**config.mk**
```make
export PLATFORM = sky130hd
export DESIGN_NAME = tqvp_reg_arbiter
export DESIGN_NICKNAME = d
export VERILOG_FILES = /design/src/rtl/tqvp_arb_pkg.sv /design/src/rtl/tqvp_rr_pick.sv /design/src/rtl/tqvp_reg_arbiter.sv
export SDC_FILE = /design/constraint.sdc
export NUM_CORES = 1
export LEC_CHECK = 0
export ABC_AREA = 1
export CELL_PAD_IN_SITES_DETAIL_PLACEMENT = 1
export CELL_PAD_IN_SITES_GLOBAL_PLACEMENT = 1
export CORE_UTILIZATION = 27
export DETAILED_ROUTE_END_ITERATION = 10
export PLACE_DENSITY_LB_ADDON = 0.1
export SYNTH_ARGS = -nofsm -noshare
export SYNTH_HDL_FRONTEND = slang
export SYNTH_HIERARCHICAL = 1
export SYNTH_SLANG_ARGS = --single-unit
```
**constraint.sdc**
```tcl
create_clock -name clk -period 1.65 [get_ports clk]
set_input_delay 0.2475 -clock clk [delete_from_list [all_inputs] [get_ports clk]]
set_output_delay 0.2475 -clock clk [all_outputs]
set_load 0.02 [all_outputs]
```
**src/rtl/tqvp_arb_pkg.sv**
```systemverilog
// Shared types and default sizing for the peripheral register-port arbiter.
// Also used by the OFDM sequencer, which reuses the round-robin picker.
package tqvp_arb_pkg;

  localparam int DEF_N_REQ  = 2;
  localparam int DEF_ADDR_W = 4;
  localparam int DEF_DATA_W = 8;

  typedef enum logic [1:0] {
    IDLE   = 2'd0,
    ACCESS = 2'd1,
    RESP   = 2'd2
  } arb_state_e;

endpackage

```
**src/rtl/tqvp_rr_pick.sv**
```systemverilog
// Combinational round-robin picker: first set request at or after ptr_i, wrapping.
// Returns a one-hot grant, the winner's index and whether any request was set.
module tqvp_rr_pick #(
  parameter int N_REQ = 2,
  parameter int IDX_W = $clog2(N_REQ)
) (
  input  logic [N_REQ-1:0] req_i,
  input  logic [IDX_W-1:0] ptr_i,
  output logic [N_REQ-1:0] grant_o,
  output logic [IDX_W-1:0] idx_o,
  output logic             valid_o
);

  logic [N_REQ-1:0] rotLow;
  int               offset;
  int               winner;

  // Rotate so the pointer position lands at bit 0; the lowest set bit is the winner.
  assign rotLow = N_REQ'({req_i, req_i} >> ptr_i);

  always_comb begin
    offset  = 0;
    valid_o = 1'b0;
    for (int k = N_REQ - 1; k >= 0; k--) begin
      if (rotLow[k]) begin
        offset  = k;
        valid_o = 1'b1;
      end
    end
    winner = offset + int'(ptr_i);
    if (winner >= N_REQ) begin
      winner = winner - N_REQ;
    end
    idx_o   = IDX_W'(winner);
    grant_o = valid_o ? (N_REQ'(1) << idx_o) : '0;
  end

endmodule

```
**src/rtl/tqvp_reg_arbiter.sv**
```systemverilog
// Round-robin arbiter sharing one peripheral register port between N_REQ requesters.
// Define ARB_FIXED_PRIO_EN to pin the priority pointer at 0 (fixed lowest-index priority).
module tqvp_reg_arbiter
  import tqvp_arb_pkg::*;
#(
  parameter int N_REQ  = DEF_N_REQ,
  parameter int ADDR_W = DEF_ADDR_W,
  parameter int DATA_W = DEF_DATA_W
) (
  input  logic                      clk,
  input  logic                      rst_n,
  input  logic [N_REQ-1:0]          req,
  input  logic [N_REQ-1:0]          req_we,
  input  logic [N_REQ*ADDR_W-1:0]   req_addr,
  input  logic [N_REQ*DATA_W-1:0]   req_wdata,
  output logic [N_REQ-1:0]          ack,
  output logic [DATA_W-1:0]         rdata,
  output logic [ADDR_W-1:0]         address,
  output logic [DATA_W-1:0]         data_in,
  output logic                      data_write,
  input  logic [DATA_W-1:0]         data_out,
  output logic                      busy,
  output logic [$clog2(N_REQ)-1:0]  owner
);

  localparam int IDX_W = $clog2(N_REQ);

  arb_state_e        state_q, state_d;
  logic [ADDR_W-1:0] addr_q, addr_d;
  logic [DATA_W-1:0] wdata_q, wdata_d;
  logic [DATA_W-1:0] rdata_q, rdata_d;
  logic              we_q, we_d;
  logic [IDX_W-1:0]  owner_q, owner_d;
  logic [IDX_W-1:0]  ptrEff;
  logic [N_REQ-1:0]  pickGrant;
  logic [IDX_W-1:0]  pickIdx;
  logic              pickValid;

  tqvp_rr_pick #(
    .N_REQ (N_REQ),
    .IDX_W (IDX_W)
  ) u_pick (
    .req_i   (req),
    .ptr_i   (ptrEff),
    .grant_o (pickGrant),
    .idx_o   (pickIdx),
    .valid_o (pickValid)
  );

`ifdef ARB_FIXED_PRIO_EN
  assign ptrEff = '0;
`else
  logic [IDX_W-1:0] ptr_q, ptr_d;

  // The pointer moves past the owner only once its transaction has completed.
  assign ptr_d = (owner_q == IDX_W'(N_REQ - 1)) ? '0 : owner_q + 1'b1;

  always_ff @(posedge clk or negedge rst_n) begin
    if (!rst_n) begin
      ptr_q <= '0;
    end else if (state_q == RESP) begin
      ptr_q <= ptr_d;
    end
  end

  assign ptrEff = ptr_q;
`endif

  always_comb begin
    state_d = state_q;
    addr_d  = addr_q;
    wdata_d = wdata_q;
    we_d    = we_q;
    rdata_d = rdata_q;
    owner_d = owner_q;
    case (state_q)
      IDLE: begin
        if (pickValid) begin
          for (int i = 0; i < N_REQ; i++) begin
            if (pickGrant[i]) begin
              addr_d  = req_addr[i*ADDR_W +: ADDR_W];
              wdata_d = req_wdata[i*DATA_W +: DATA_W];
            end
          end
          we_d    = |(req_we & pickGrant);
          owner_d = pickIdx;
          state_d = ACCESS;
        end
      end
      ACCESS: begin
        if (!we_q) begin
          rdata_d = data_out;
        end
        state_d = RESP;
      end
      RESP:    state_d = IDLE;
      default: state_d = IDLE;
    endcase
  end

  always_ff @(posedge clk or negedge rst_n) begin
    if (!rst_n) begin
      state_q <= IDLE;
      addr_q  <= '0;
      wdata_q <= '0;
      we_q    <= 1'b0;
      rdata_q <= '0;
      owner_q <= '0;
    end else begin
      state_q <= state_d;
      addr_q  <= addr_d;
      wdata_q <= wdata_d;
      we_q    <= we_d;
      rdata_q <= rdata_d;
      owner_q <= owner_d;
    end
  end

  // Outputs decode straight from state so a reset clears them without waiting for a clock.
  assign ack        = (state_q == RESP) ? (N_REQ'(1) << owner_q) : '0;
  assign busy       = (state_q != IDLE);
  assign data_write = (state_q == ACCESS) && we_q;
  assign address    = addr_q;
  assign data_in    = wdata_q;
  assign rdata      = rdata_q;
  assign owner      = owner_q;

endmodule

```
After elaboration in Yosys (flattened, before gate mapping)
Cells that the tools add are included.
{ "totals": {"input_bits": 38, "elab_cells": 41, "register_bits": 25, "out_inout_bits": 25} }
{ "op_classes": {"mux": 14, "magnitude_cmp": 1, "n_addsub": 3, "eq_ne": 3, "bitwise": 2, "shifts": 3, "n_reduce_logical": 8} }
{ "op_table": {"columns": ["operator", "n"], "rows": [
  ["$mux 8", 2],
  ["$mux 4", 2],
  ["$mux 1", 6],
  ["$mux 2", 3],
  ["$pmux 2 s2", 1],
  ["$reduce_and 2->1", 2],
  ["$reduce_bool 2->1", 2],
  ["$shl 1x1->2 const A", 2],
  ["$shr 4x1->2", 1],
  ["$reduce_and 3->1", 1],
  ["$add 1x1->2", 1],
  ["$and 2x2->2", 1],
  ["$eq 2x1->1 const B", 1],
  ["$eq 2x2->1 const B", 1],
  ["$ge 2x2->1 const B", 1],
  ["$logic_not 2->1", 1],
  ["$ne 2x2->1 const B", 1],
  ["$reduce_or 2->1", 1],
  ["$add 1x1->1 const B", 1],
  ["$logic_and 1x1->1", 1],
  ["$not 1->1", 1],
  ["$sub 1x1->1 const B", 1]
]} }

Depth between registers and ports, before layout
Gate-level depths: netlist of the first run.
{ "depth": {"ltp_word": 10, "mapped_depth": 8, "depth_no_buf": 7} }

By module
Netlist of the first run, hierarchy kept.
{ "by_module_without_submodules": {"columns": ["mod", "area_per_inst_um2", "n_inst", "cells_each", "seq_area_each_um2"], "rows": [
  ["tqvp_reg_arbiter", 1191.1, 1, 157, 625.6],
  ["tqvp_rr_pick", 37.5, 1, 9, 0.0]
]} }

Least setup slack after synthesis of the first run
Ideal clock, no wire load.
{ "synth_timing": {"path_kind": "reg-to-reg", "startpoint": "reg ptr_q (netlist: ptrEff)", "endpoint": "reg addr_q[0] (netlist: address[0])", "n_path_buf": 1, "t_arrival_ns": 1.197, "setup_time_ns": 0.117, "required_ns": 1.533, "path_stages_with_launch": 9, "setup_slack_ns": 0.336, "path_cell_list": "dfrtp_1 > inv_1 > a21oi_1 > inv_2 > nand2_1 > nand3_2 > buf_4 > nand2_1 > nand2_1"} }
{ "synth_between": {"elab_chain_len": 10, "word_cells_on_any_way": 14, "classes_between": "add/sub: 2; order compare: 1; shift: 2; mux: 7; reduce/logical: 2"} }
{ "synth_rtl": {"columns": ["element", "line_no", "text"], "rows": [
  ["start, declared", "tqvp_reg_arbiter.sv:53", "logic [IDX_W-1:0] ptr_q, ptr_d;"],
  ["start signal, assigned", "tqvp_reg_arbiter.sv:62", "ptr_q <= ptr_d;"],
  ["$shr 4x1->2", "tqvp_rr_pick.sv:19", "assign rotLow = N_REQ'({req_i, req_i} >> ptr_i);"],
  ["$mux 1 (2 in a row)", "tqvp_rr_pick.sv:25", "if (rotLow[k]) begin"],
  ["$add 1x1->2", "tqvp_rr_pick.sv:30", "winner = offset + int'(ptr_i);"],
  ["$ge 2x2->1 / $sub 1x1->1 (equally long branches)", "tqvp_rr_pick.sv:31, tqvp_rr_pick.sv:32", null],
  ["$mux 1", "tqvp_rr_pick.sv:31", "if (winner >= N_REQ) begin"],
  ["$shl 1x1->2", "tqvp_rr_pick.sv:35", "grant_o = valid_o ? (N_REQ'(1) << idx_o) : '0;"],
  ["$mux 2 *", "tqvp_rr_pick.sv:35", null],
  ["net pickGrant[1]", "tqvp_reg_arbiter.sv:35", "logic [N_REQ-1:0] pickGrant;"],
  ["$reduce_bool 2->1 (no source line)", null, null],
  ["$reduce_and 3->1 (no source line)", null, null],
  ["end signal, assigned", "tqvp_reg_arbiter.sv:111", "addr_q <= addr_d;"],
  ["end, declared", "tqvp_reg_arbiter.sv:29", "logic [ADDR_W-1:0] addr_q, addr_d;"]
]} }
The timed path passes the listed nets; every way through them passes the cells marked *.
A chain may end at the register's enable or synchronous reset.

Worst setup path in the final report of the first run
{ "layout_timing": {"startpoint": "reg owner_q (netlist: owner)", "endpoint": "out owner"} }
{ "layout_lines": {"columns": ["element", "line_no", "text"], "rows": [
  ["start, declared", "tqvp_reg_arbiter.sv:33", "logic [IDX_W-1:0] owner_q, owner_d;"],
  ["start signal, assigned", "tqvp_reg_arbiter.sv:115", "owner_q <= owner_d;"],
  ["end, declared", "tqvp_reg_arbiter.sv:23", "output logic [$clog2(N_REQ)-1:0] owner"]
]} }
No word-level cell between the ends.

==> tab_implementation.tex, run 1 <==
\begin{tabular}{lr}
\hline
Metric & Value \\
\hline
\multicolumn{2}{l}{\textbf{Status}} \\
Outcome & completed \\
\multicolumn{2}{l}{\textbf{Route}} \\
Total wirelength of the detailed-routed design & 3680 um \\
Post-DR vias/cell & 4.53 \\
Iteration count of the initial detailed-routing pass & 2 \\
Number of DRC markers after the initial detailed-route iteration & 49 \\
Wire length per cell & 12.8 um \\
Residual DRC count & 0 \\
Number of vias in the routed layout & 1301 \\
Antenna-violating nets left & 0 \\
\multicolumn{2}{l}{\textbf{Pwr}} \\
Total chip power & 0.00340 W \\
Power per cell area & 1700 nW/um\^{}2 \\
Static power due to leakage & 1.02 nW \\
Maximum VDD drop & 0.699 mV \\
\multicolumn{2}{l}{\textbf{Synthesis}} \\
Cells after Synth & 166 \\
Post-synthesis sequential area ratio & 50.9\% \\
Mean Syn Cell Area & 7.40 sq um \\
Synthesis warning total & 6 \\
Number of distinct standard cells referenced by the synthesized netlist & 16 \\
Total standard cell area after synthesis & 1230 sq um \\
\#FFs+latches synth & 25 \\
Synthesized Nets & 204 \\
\multicolumn{2}{l}{\textbf{Clock tree}} \\
\# Post-CTS Setup Buffers & 0 \\
Hold\_buf cts & 0 \\
TritonCTS clock tree & yes \\
Number of buffers added by the clock tree synthesis step & 3 \\
Post-CTS Resized & 5 \\
CTS root buffer & clkbuf\_8 \\
Clock edge transition at the registers on the reported setup and hold paths & 0.09 ns \\
Skew-Pair Late Insertion Delay & 0.27 ns \\
Sinks on the clock net & 25 \\
CTS Buffer Depth & 2 \\
Number of H-tree levels & 1 \\
\multicolumn{2}{l}{\textbf{Worst setup path}} \\
Crit Path Max Fanout & 5 \\
Worst endpoint required time & 1.40 ns \\
Signal arrival time at the worst endpoint & 1.29 ns \\
Count of cells along the worst register-to-register path & 6 \\
Slack of the worst reg-to-reg path & 0.29 ns \\
Crit path launch & owner \\
Endpoint of the worst setup timing path & owner \\
Critical register-to-register path endpoint & data\_in[4] \\
Start-to-end type of the worst setup path & register to output port \\
Worst R2R Start & ptrEff \\
Nature of the critical path endpoint & output port \\
Top Family by Delay on Critical Path & buffers and inverters \\
Cell type of the slowest stage on the worst timing path & clkdlybuf4s50\_1 \\
Critical path buffer and inverter count & 1 \\
Count of cell instances traversed by the critical path & 1 \\
Nature of the critical path startpoint & register \\
Chain of cells forming the critical path & clkdlybuf4s50\_1 \\
Slowest stage delay, CP & 0.62 ns \\
\multicolumn{2}{l}{\textbf{Floorplanning}} \\
Horiz. Die Dim & 69.5 um \\
Core region area & 4350 sq um \\
Total die area & 4820 sq um \\
Die outline height & 69.5 um \\
Cell row count & 24 \\
Total I/O pin count & 63 \\
Starting density of the core & 28.2\% \\
\multicolumn{2}{l}{\textbf{Finish}} \\
Number of antenna cells inserted & 0 \\
Fill count & 534 \\
Storage element area & 627 sq um \\
Ratio of cells with drive above 1 in the final layout & 9.36\% \\
Area taken by multi-input logic gates & 536 sq um \\
Number of non-filler instances in the completed layout & 287 \\
Layout area overhead & 62.4\% \\
Net count of the finished layout & 274 \\
\multicolumn{2}{l}{\textbf{STA}} \\
Timing-limited maximum frequency & 0.648 GHz \\
Slew at the pin closest to its max-slew limit & 0.338 ns \\
Final Skew & 0.0102 ns \\
Final worst-path cycle share & 93.5\% \\
Max-slew headroom & 77.5\% \\
Final setup vio count & 0 \\
Unrepaired setup endpoints after global routing & no \\
Tmin final & 1.54 ns \\
Final number of hold-violating endpoints & 0 \\
Number of pins exceeding their max-slew limit in the final report & 0 \\
\multicolumn{2}{l}{\textbf{Run}} \\
Max-cap violations & 0 \\
\multicolumn{2}{l}{\textbf{Placed design}} \\
Sum of net half-perimeters after detailed placement & 2920 um \\
Total placed cells including tap cells & 283 \\
Weighted congestion reported at the end of routability-driven placement & 0.727 \\
Port Buffer Count & 62 \\
\multicolumn{2}{l}{\textbf{Hold path}} \\
Classification of the worst-slack hold path & input port to asynchronous set/reset pin \\
\multicolumn{2}{l}{\textbf{GRT}} \\
Total grt overflow & 0 \\
Total track usage & 16.3\% \\
Antenna violations before repair & 0 \\
Largest net degree at the start of global routing & 26 \\
Number of global-route vias before repair & 1368 \\
First-pass GRT wire length & 6370 um \\
\hline
\end{tabular}
==> layer usage <==
layer	GRT usage, %	vias up	share of wire, %
li1	-	648	-
met1	20.6	617	44
met2	28.7	34	51
met3	3.63	2	4.5
met4	2.72	0	0.35
met5	0	-	0
==> layout by cell type (no fill, tap or decap), drive strengths merged <==
cell	netlist	layout
nand2	92	92
clkdlybuf4s50	0	58
dfrtp	25	25
nand3	21	21
inv	10	10
buf	5	8
nor2	7	7
clkbuf	0	5
a21oi	3	3
dlygate4sd2	0	2
clkinv	1	2
nor3	1	1
o21ai	1	1
==> state kept, by name, summed over array words and instances (netlist names) <==
name	flops
data_in	8
rdata	8
state_q	2
we_q	1
ptrEff	1
address	4
owner	1
==> power by group <==
group          switching, W  leakage (nW)  internal (W)
sequential         0.000208         0.310      0.000910
clock              0.000188        0.0255      0.000169
combinational       0.00108         0.686      0.000842
total               0.00148          1.02       0.00192
==> logic make-up (layout without fill, tap and decap cells) <==
family	Yosys count	after routing	share of synthesized area (%)
buf+inv	16	85	5.80
compound gates	4	4	1.63
simple gates	121	121	41.6
flops	25	25	50.9
==> through the flow <==
| stage | util [%] | hold WS, ns | setup slack [ns] | cell area (sq um) | setup TNS, ns |
|---|---|---|---|---|---|
| after global placement | 44.9 | 0.454 | -0.0322 | 1960 | -0.334 |
| final | 45.8 | 0.344 | 0.108 | 2000 | 0 |
| after detailed placement | 44.9 | 0.459 | -0.156 | 1960 | -1.73 |
| after CTS | 45.9 | 0.353 | 0.0451 | 2000 | 0 |
| after floorplan | - | -0.0481 | 0.336 | 1230 | 0 |
| after global routing | 45.8 | 0.380 | 0.0315 | 2000 | 0 |
==> Yosys cell counts, drive strengths merged <==
master	instances	area, sq um
nand3	21	110
buf	5	30.0
nor2	7	43.8
o21ai	1	5.00
clkinv	1	3.75
inv	10	37.5
nand2	92	353
dfrtp	25	626
nor3	1	5.00
a21oi	3	15.0
==> area by class of cell <==
class / count / share of cell area [%]
Multi-Input combinational cell: 125 / 26.8
Clock inverter: 1 / 0.251
Sequential cell: 25 / 31.4
Inverter: 11 / 2.07
Tap cell: 52 / 3.26
Timing Repair Buffer: 70 / 34.1
Clock buffer: 3 / 2.07
==> worst min-delay path by stage <==
stage                         from    endpoint  cells past startpoint  slack, ns
after global routing         rst_n    rdata[3]                      2       0.38
after global placement    rdata[7]    rdata[7]                      2       0.45
after CTS                    rst_n    rdata[7]                      2       0.35
final                        rst_n    rdata[3]                      2       0.34
after floorplan              rst_n  address[0]                      0      -0.05
after detailed placement  rdata[3]    rdata[3]                      2       0.46
Power figures use the tool's default switching activity.
==> inputs of run 2 (changes only) <==
CORE_UTILIZATION = 30   (was 27)
GPL_TIMING_DRIVEN = 0   (was unset)
SYNTH_HIERARCHICAL = unset   (was 1)
clock period = 1.9 ns   (was 1.65 ns; I/O delays follow)
==> run 2 against run 1 <==
Net effect:
- first-iteration DRC count grew 12%
- combinational power down 7%
- clock skew is 0.0090 ns lower
- core utilization up 3.8 points
- sequential cell count unchanged
- synthesized area up 4.4%
- die area is 5.9% lower
- final cell count is 2.4% lower
- synthesized cell count down 1.2%
==> tab_implementation.tex, run 2 <==
\begin{tabular}{lr}
\hline
Metric & Value \\
\hline
\multicolumn{2}{l}{\textbf{Status}} \\
Outcome & completed \\
\multicolumn{2}{l}{\textbf{Route}} \\
Number of vias in the routed layout & 1292 (-0.69\%) \\
Antenna-violating nets left & 0 (unchanged) \\
Post-DR vias/cell & 4.61 (+1.8\%) \\
Wire length per cell & 13.2 um (+3.2\%) \\
Iteration count of the initial detailed-routing pass & 4 (+2) \\
Residual DRC count & 0 (unchanged) \\
Total wirelength of the detailed-routed design & 3710 um (+0.65\%) \\
Number of DRC markers after the initial detailed-route iteration & 55 (+12\%) \\
\multicolumn{2}{l}{\textbf{Placed design}} \\
Weighted congestion reported at the end of routability-driven placement & 0.745 (+2.4\%) \\
Port Buffer Count & 61 (-1.6\%) \\
Total placed cells including tap cells & 275 (-2.8\%) \\
Sum of net half-perimeters after detailed placement & 2990 um (+2.4\%) \\
\multicolumn{2}{l}{\textbf{Synthesis}} \\
Most common cell in the netlist & nand2\_1 \\
Post-synthesis sequential area ratio & 48.8\% (-2.1 points) \\
Largest cells by area after synthesis & dfrtp\_1 (49\%), nand2\_1 (20\%), nand3\_1 (14\%), nand2\_2 (4.9\%), buf\_6 (2.6\%) \\
Top cell type by total area after synthesis & dfrtp\_1 \\
\#FFs+latches synth & 25 (unchanged) \\
Mean Syn Cell Area & 7.82 sq um (+5.7\%) \\
Synthesis warning total & 0 (-6) \\
Number of flops mapped to enable cells by yosys & 0 (unchanged) \\
Synth top area share & 48.8\% (-2.1 points) \\
Number of distinct standard cells referenced by the synthesized netlist & 17 (+1) \\
Synthesized Nets & 202 (-0.98\%) \\
Most used flip-flop cell after synthesis & dfrtp\_1 \\
Total standard cell area after synthesis & 1280 sq um (+4.4\%) \\
Async set-or-reset flop fraction in the synthesized netlist & 100\% (unchanged) \\
Cells after Synth & 164 (-1.2\%) \\
Most frequent cells after synthesis & nand2\_1 (70), nand3\_1 (35), dfrtp\_1 (25) \\
\multicolumn{2}{l}{\textbf{STA}} \\
Final setup TNS & 0 ns (unchanged) \\
Unrepaired setup endpoints after global routing & no \\
Final setup vio count & 0 (unchanged) \\
Timing-limited maximum frequency & 0.588 GHz \\
Final Hold Slack & 0.397 ns (+0.0531 ns) \\
Tmin final & 1.70 ns \\
Final number of hold-violating endpoints & 0 (unchanged) \\
Slew at the pin closest to its max-slew limit & 1.12 ns (+0.779 ns) \\
Max-slew headroom & 25.3\% (-52 points) \\
Final Skew & 0.00124 ns (-0.00898 ns) \\
Final worst-path cycle share & 89.5\% \\
Number of pins exceeding their max-slew limit in the final report & 0 (unchanged) \\
\multicolumn{2}{l}{\textbf{Worst setup path}} \\
Start-to-end type of the worst setup path & register to output port \\
Crit path launch & state\_q[0] \\
Slack of the worst reg-to-reg path & 0.65 ns (+0.36 ns) \\
Crit Path Max Fanout & 3 (-2) \\
Critical register-to-register path endpoint & rdata[7] \\
Worst endpoint required time & 1.62 ns (+0.22 ns) \\
Nature of the critical path startpoint & register \\
Count of cells along the worst register-to-register path & 5 (-1) \\
Signal arrival time at the worst endpoint & 1.42 ns (+0.13 ns) \\
Worst R2R Start & state\_q[0] \\
Nature of the critical path endpoint & output port \\
\multicolumn{2}{l}{\textbf{Pwr}} \\
Total chip power & 0.00307 W (-9.7\%) \\
Power per cell area & 1520 nW/um\^{}2 (-11\%) \\
Static power due to leakage & 1.02 nW (about the same) \\
Maximum VDD drop & 0.763 mV (+9.1\%) \\
\multicolumn{2}{l}{\textbf{GRT}} \\
Largest net degree at the start of global routing & 26 (unchanged) \\
Total track usage & 17.5\% (+1.3 points) \\
First-pass GRT wire length & 5910 um (-7.1\%) \\
Antenna violations before repair & 0 (unchanged) \\
Total grt overflow & 0 (unchanged) \\
Number of global-route vias before repair & 1336 (-2.3\%) \\
\multicolumn{2}{l}{\textbf{Finish}} \\
Fill count & 506 (-5.2\%) \\
Number of non-filler instances in the completed layout & 280 (-2.4\%) \\
Most common cell after layout, fill and taps aside & nand2\_1 \\
Layout area overhead & 57.2\% \\
Area taken by multi-input logic gates & 571 sq um (+6.5\%) \\
Commonest cells after routing, fill and taps aside & nand2\_1 (70), clkdlybuf4s50\_1 (57), nand3\_1 (35) \\
Number of antenna cells inserted & 0 (unchanged) \\
Net count of the finished layout & 269 (-1.8\%) \\
Ratio of cells with drive above 1 in the final layout & 13.5\% (+4.1 points) \\
Storage element area & 627 sq um (unchanged) \\
\multicolumn{2}{l}{\textbf{Clock tree}} \\
CTS root buffer & clkbuf\_8 \\
Number of buffers added by the clock tree synthesis step & 3 (unchanged) \\
TritonCTS clock tree & yes \\
Skew-Pair Late Insertion Delay & 0.26 ns (about the same) \\
Clock edge transition at the registers on the reported setup and hold paths & 0.08 ns (about the same) \\
Sinks on the clock net & 25 (unchanged) \\
Number of H-tree levels & 1 (unchanged) \\
Hold\_buf cts & 0 (unchanged) \\
CTS Buffer Depth & 2 (unchanged) \\
\multicolumn{2}{l}{\textbf{Floorplanning}} \\
Starting density of the core & 31.6\% (+3.4 points) \\
Cell row count & 23 (-4.2\%) \\
Horiz. Die Dim & 67.4 um (-3.0\%) \\
Core region area & 4060 sq um (-6.8\%) \\
Total I/O pin count & 63 (unchanged) \\
Die outline height & 67.4 um (-3.0\%) \\
Total die area & 4540 sq um (-5.9\%) \\
\multicolumn{2}{l}{\textbf{Run}} \\
Max-cap violations & 0 (unchanged) \\
\multicolumn{2}{l}{\textbf{Hold path}} \\
Worst hold path cell count & 5 \\
Classification of the worst-slack hold path & input port to register \\
Capture endpoint of the worst hold path & data\_in[0] \\
Launch instance of the worst min-delay path & req[1] \\
\hline
\end{tabular}
## run 2: how the worst max path moves through the flow
stage	slack, ns	to	depth (start not counted)
after floorplan	0.58	data_write	2
after global placement	0.06	busy	4
after detailed placement	0.06	busy	4
after CTS	0.03	busy	4
after global routing	0.10	ack[1]	4
final	0.20	ack[1]	4
## run 2: final cells by class
class / instances / share of cell area, %
sequential: 25 / 31.1
timing repair buffer: 62 / 30.6
multi-input combinational: 124 / 28.3
tap: 50 / 3.10
buffer: 7 / 3.04
clock buffer: 3 / 2.05
inverter: 8 / 1.55
clock inverter: 1 / 0.248
## run 2: kinds of logic (layout without fill, tap and decap cells)
kind of cell           after synthesis  after routing  share of synthesized area, %
AND/OR/NAND/NOR                    122            122                          43.1
flip-flops                          25             25                          48.8
buffers and inverters               15             81                          7.12
AO/OA/AOI/OAI                        2              2                         0.975
## run 2: critical path: stages (launching register included)
cell,delay [ns]
dfrtp_1,0.42
inv_1,0.15
nand2_1,0.11
nor2_1,0.13
dlygate4sd2_1,0.35
## run 2: stage by stage
step	setup slack (ns)	utilization [%]	cell area, sq um
finish	0.200	49.7	2020
global route	0.105	49.7	2020
CTS	0.0284	49.6	2010
detailed placement	0.0593	48.2	1960
global placement	0.0612	48.2	1960
floorplan	0.583	-	1280
## run 2: report_power, final
| part | internal, W | leakage [nW] | switching, W | total [W] |
|---|---|---|---|---|
| combinational | 0.000789 | 0.688 | 0.000987 | 0.00178 |
| clock | 0.000147 | 0.0255 | 0.000166 | 0.000313 |
| sequential | 0.000792 | 0.308 | 0.000187 | 0.000979 |
## run 2: repair_timing
item,in CTS,in global routing
buffers inserted,1,0
cloned,0,0
pin swaps,1,0
resized for setup,6,1
setup endpoints to repair,4,1
## run 2: routing by layer
layer / routed length [um] / up-vias / track usage [%]
met5: 0 / - / 0
met4: 44 / 0 / 4.52
met3: 130 / 4 / 3.72
met2: 1960 / 29 / 32.1
met1: 1570 / 607 / 20.5
li1: - / 652 / -
==> inputs of run 3 (changes only) <==
SETUP_SLACK_MARGIN = 0.02   (was unset)
==> results of run 3 <==
The final DEF is identical to that of run 2; final timing and power are the same.
